### src/rtl/cgra_config_sequencer.sv
// Config-word sequencer feeding the CGRA configuration bus: buffers (addr, data, last)
// words from a bitstream source and issues one per clock, then raises a sticky done.
module cgra_config_sequencer #(
  parameter int ADDR_W        = 32,
  parameter int DATA_W        = 32,
  parameter int DEPTH         = 4,
  parameter int SETTLE_CYCLES = 2
) (
  input  logic              clk_in,
  input  logic              reset_in,
  input  logic              cfg_valid_in,
  output logic              cfg_ready_out,
  input  logic [ADDR_W-1:0] cfg_addr_in,
  input  logic [DATA_W-1:0] cfg_data_in,
  input  logic              cfg_last_in,
  input  logic              config_stall_in,
  output logic [ADDR_W-1:0] config_addr_out,
  output logic [DATA_W-1:0] config_data_out,
  output logic              config_done_out,
  output logic [15:0]       word_count_out
);
  localparam int PW = $clog2(DEPTH);
  localparam int CW = PW + 1;
  localparam int SW = $clog2(SETTLE_CYCLES + 1);

  localparam logic [1:0] S_IDLE   = 2'd0;
  localparam logic [1:0] S_ISSUE  = 2'd1;
  localparam logic [1:0] S_SETTLE = 2'd2;
  localparam logic [1:0] S_DONE   = 2'd3;

  typedef struct packed {
    logic              last;
    logic [ADDR_W-1:0] addr;
    logic [DATA_W-1:0] data;
  } entry_t;

  entry_t          mem [DEPTH];
  entry_t          head;
  logic [PW-1:0]   wr_ptr, rd_ptr;
  logic [CW-1:0]   occ;
  logic            last_seen;
  logic [1:0]      state;
  logic [SW-1:0]   settle_cnt;
  logic            full, empty, active, push, pop;

  assign full   = (occ == CW'(DEPTH));
  assign empty  = (occ == '0);
  assign active = (state == S_IDLE) || (state == S_ISSUE);
  assign head   = mem[rd_ptr];

  assign cfg_ready_out = !full && !last_seen && active;
  assign push          = cfg_valid_in && cfg_ready_out;
  assign pop           = !empty && !config_stall_in && active;

  // Storage needs no reset; the pointers and occupancy define what is valid.
  always_ff @(posedge clk_in) begin
    if (push) mem[wr_ptr] <= '{last: cfg_last_in, addr: cfg_addr_in, data: cfg_data_in};
  end

  always_ff @(posedge clk_in) begin
    if (reset_in) begin
      wr_ptr          <= '0;
      rd_ptr          <= '0;
      occ             <= '0;
      last_seen       <= 1'b0;
      state           <= S_IDLE;
      settle_cnt      <= '0;
      config_addr_out <= '0;
      config_data_out <= '0;
      config_done_out <= 1'b0;
      word_count_out  <= '0;
    end else begin
      if (push) wr_ptr <= wr_ptr + PW'(1);
      if (pop)  rd_ptr <= rd_ptr + PW'(1);
      case ({push, pop})
        2'b10:   occ <= occ + CW'(1);
        2'b01:   occ <= occ - CW'(1);
        default: occ <= occ;
      endcase
      if (push && cfg_last_in) last_seen <= 1'b1;

      // Each issued word occupies the bus for exactly one cycle; all else is a no-op.
      if (pop) begin
        config_addr_out <= head.addr;
        config_data_out <= head.data;
        if (word_count_out != 16'hFFFF) word_count_out <= word_count_out + 16'd1;
      end else begin
        config_addr_out <= '0;
        config_data_out <= '0;
      end

      case (state)
        S_IDLE, S_ISSUE: begin
          if (pop) begin
            if (head.last) begin
              state      <= S_SETTLE;
              settle_cnt <= SW'(SETTLE_CYCLES);
            end else begin
              state <= S_ISSUE;
            end
          end
        end
        S_SETTLE: begin
          settle_cnt <= settle_cnt - SW'(1);
          if (settle_cnt == SW'(1)) begin
            state           <= S_DONE;
            config_done_out <= 1'b1;
          end
        end
        default: state <= S_DONE;
      endcase
    end
  end
endmodule

### config.mk
export PLATFORM = sky130hd
export DESIGN_NAME = cgra_config_sequencer
export DESIGN_NICKNAME = d
export VERILOG_FILES = /design/src/rtl/cgra_config_sequencer.sv
export SDC_FILE = /design/constraint.sdc
export NUM_CORES = 1
export LEC_CHECK = 0
export CORE_MARGIN = 4
export CORE_UTILIZATION = 55
export DETAILED_ROUTE_END_ITERATION = 6
export HOLD_SLACK_MARGIN = 0.03
export PLACE_DENSITY = 0.79
export SLEW_MARGIN = 20
export SYNTH_ARGS = -nofsm -noshare
export SYNTH_HDL_FRONTEND = slang
export SYNTH_SLANG_ARGS = --single-unit
### constraint.sdc
create_clock -name clk_in -period 3.4 [get_ports clk_in]
set_input_delay 1.02 -clock clk_in [delete_from_list [all_inputs] [get_ports clk_in]]
set_output_delay 1.02 -clock clk_in [all_outputs]
set_load 0.005 [all_outputs]
==> out/metrics.csv <==
stage,metric,value,unit
worst_setup_path,crit start category,flip-flop,
global_routing,number of antenna violations at the first check in global routing,1,
logic_synthesis,total of warnings raised by yosys,0,
sta,number of setup violations in the final report,0,
worst_hold_path,worst min path class,flip-flop to flip-flop,
global_routing,total global routing overflow,0,
logic_synthesis,most area-hungry cell type in the Yosys netlist,edfxtp_1,
logic_synthesis,sequential element share of the synthesized area,77.4,%
cts,number of setup buffers added after CTS,0,
logic_synthesis,Mapped Avg Cell Area,19.3,um^2
global_routing,via count of the first global-routing pass,7094,
die,width of the die,159,um
worst_setup_path,startpoint of the lowest-slack register-to-register path,occ[0]$_SDFFE_PP0P_,
global_routing,met3 layer usage reported by global route,4.14,%
worst_hold_path,Hold Path Origin,settle_cnt[1]$_SDFFE_PP0P_,
drt,detailed-route wire length,24800,um
cts,Post-CTS Resized,0,
drt,Antenna Nets Post-Route,0,
drt,DR DRC count,0,
worst_setup_path,slack of the worst reg-to-reg path,0.82,ns
drt,Via Count,6597,
worst_hold_path,WHS Path Cells,2,
sta,Tmin final,2.97,ns
die,num ports,151,
cts,number of sinks driven by the clock tree,355,
cts,TritonCTS Buffers,36,
cts,clock tree from TritonCTS,done,
placement,standard cell area after detailed placement,0.0145,mm^2
finish,final net count,893,
finish,ant diodes,0,
drt,average wire length per cell after detail routing,21.9,um
cts,hold buffer count at CTS,0,
die,placeable core area,0.0226,mm^2
worst_setup_path,data arrival time at the worst-slack endpoint,1.95,ns
sta,RSZ-0062 raised after global routing,no,
sta,Fmax achieved,0.337,GHz
logic_synthesis,mapped cell area,0.0125,mm^2
logic_synthesis,gate count of the mapped netlist,651,
pwr,PwrDens,753,mW/mm^2
sta,Hold Worst Slack,0.474,ns
finish,area used by multi-input combinational logic,0.00270,mm^2
pwr,maximum vdd drop,0.509,mV
logic_synthesis,fraction of post-synthesis cell area in the top cell type by area,62.2,%
global_routing,highest-utilization routing layer at the global route stage,met2,
global_routing,GR Util met1,25.9,%
die,Starting Density,55.6,%
die,die span in y,159,um
sta,remaining max-slew budget at the tightest pin,46.8,%
sta,Final Max Slew Viols,0,
worst_setup_path,biggest fanout along the worst timing path,6,
sta,Final Hold Viols,0,
global_routing,aggregate global-route resource usage,19.6,%
finish,Reg area,0.00972,mm^2
placement,detailed placer's ending HPWL,13800,um
sta,clk_skew,0.0152,ns
pwr,Leakage Power,0.00539,uW
drt,count of TritonRoute iterations in the first routing pass,5,
placement,final RePlAce weighted congestion,0.830,
cts,clock transition at the registers of the reported paths,0.06,ns
logic_synthesis,top cells by area in the synthesized netlist,"edfxtp_1, dfxtp_1, mux4_2, and3_1, nor2_1",
worst_setup_path,number of cells traversed by the worst register-to-register path,10,
global_routing,wire length of the first global-routing pass,39400,um
finish,layout cells sized above 1,17.3,%
cts,clock latency on the worst-skew pair,0.51,ns
finish,P&R area growth vs syn,25.4,%
worst_setup_path,data required time at the worst endpoint,2.38,ns
global_routing,met2 demand-to-capacity share in global routing,33.2,%
finish,"Design Area, Final",0.0157,mm^2
finish,most frequent cells in the layout,"edfxtp_1, clkdlybuf4s50_1, dfxtp_1",
cts,maximum number of buffers from clock root to sink,3,
sta,summed negative setup slack over all endpoints,0,ns
global_routing,pin count of the biggest net entering global routing,70,
worst_hold_path,end point of the most critical hold path,settle_cnt[1]$_SDFFE_PP0P_,
finish,filler cell count in the final layout,1403,
cts,CTS Root Buffer Type,clkbuf_16,
drt,count of routing violations after the opening detailed-route iteration,497,
sta,slew of the pin with the lowest slew margin,0.798,ns
run_status,status,finished clean,
finish,most common library cell in the layout ignoring fill and taps,edfxtp_1,
die,Site Rows,55,
logic_synthesis,distinct cell type count of the synthesized netlist,35,
die,total die area,0.0253,mm^2
sta,part of the cycle the worst path needs,87.3,%
cts,depth of the CTS H-tree,2,
worst_setup_path,CP Class,flip-flop to output pin,
drt,per-cell via count in the routed design,5.84,
finish,filler-free cell count of the finished design,1129,
placement,"number of placed instances, taps included",1063,
logic_synthesis,Yosys reg bits,355,
logic_synthesis,nets in the synthesized netlist,728,
worst_setup_path,Critical R2R Capture,occ[2]$_SDFFE_PP0P_,
placement,number of buffers added on ports,150,
worst_setup_path,category of the worst setup path capture point,output pin,
flow_run,Maximum Capacitance Violations,0,
## sequential cells by signal, indices dropped and copies added, names as in the netlist, named ones only
| signal | flops |
|---|---|
| config_addr_out | 32 |
| config_data_out | 32 |
| config_done_out | 1 |
| last_seen | 1 |
| mem | 260 |
| occ | 3 |
| rd_ptr | 2 |
| settle_cnt | 2 |
| state | 2 |
| word_count_out | 16 |
| wr_ptr | 2 |
## cells by family after synthesis
kind of cell,after synthesis,synth area share (%)
AO/OA/AOI/OAI,15,0.708
XOR/XNOR,16,1.12
adder cells (fa/ha/maj),8,0.858
buffers and inverters,39,1.24
flip-flops,355,77.4
multiplexers,69,12.0
AND/OR/NAND/NOR,149,6.71
## report_power, final
group | internal [uW] | switching (uW)
logic | 1150 | 950
registers | 5290 | 322
clock network | 2550 | 1590
total | 8980 | 2870
## worst max-delay path: stages, from the launching register on
cell and delay, ns:
dfxtp_1 0.43, nor2_1 0.08, a211oi_1 0.24, buf_4 0.18, clkdlybuf4s50_1 0.50
## per-stage QoR
step           utilization, %  total power (uW)  worst slack, ns
2_1_floorplan               -              6940            0.383
3_3_place_gp             64.0              7710            0.263
3_5_place_dp             64.0              7820            0.206
4_1_cts                  69.7             12000            0.418
5_1_grt                  69.7             12400            0.365
6_report                 69.7             11800            0.433
## cell type report
type                    instances  area share (%)
flip-flops and latches        355            61.8
multi-input cells             257            17.2
repair buffers                160            10.5
clock buffers                  42            6.26
well taps                     285            2.27
clock inverters                24            1.87
inverters                       6           0.143
## worst max path at each step
stage / end / start / slack (ns)
floorplan: mem[0][0]$_DFFE_PP_ / cfg_valid_in / 0.38
global placement: occ[2]$_SDFFE_PP0P_ / cfg_valid_in / 0.26
detailed placement: occ[2]$_SDFFE_PP0P_ / cfg_valid_in / 0.21
CTS: cfg_ready_out / occ[0]$_SDFFE_PP0P_ / 0.42
global route: cfg_ready_out / occ[0]$_SDFFE_PP0P_ / 0.37
finish: cfg_ready_out / occ[0]$_SDFFE_PP0P_ / 0.43
## layer usage
layer	vias up	routed length, um	part of all wire [%]
met5	-	13	0.052
met4	2	629	2.5
met3	65	1700	6.8
met2	280	12500	50
met1	3344	9920	40
li1	2906	-	-
## synthesized netlist by cell type
cell        n
a211oi_1    2
a21oi_1     7
a31oi_1     1
and2_1      1
and3_1     71
and4_1      1
buf_1       2
buf_2       7
clkbuf_1   24
dfxtp_1    95
edfxtp_1  260
fa_1        1
ha_1        7
inv_1       6
mux2i_1     4
mux4_2     65
nand2_1     8
nand3_1     9
nand3_2     1
nand4_1     7
nor2_1     32
nor2b_1     1
nor3_1      7
nor4_1      3
nor4_4      1
nor4b_1     1
o211a_1     1
o21ai_0     3
o31ai_1     1
or2_4       1
or2b_1      1
or3_1       2
or4_1       2
xnor2_1     9
xor2_1      7
(Power assumes the default switching activity.)
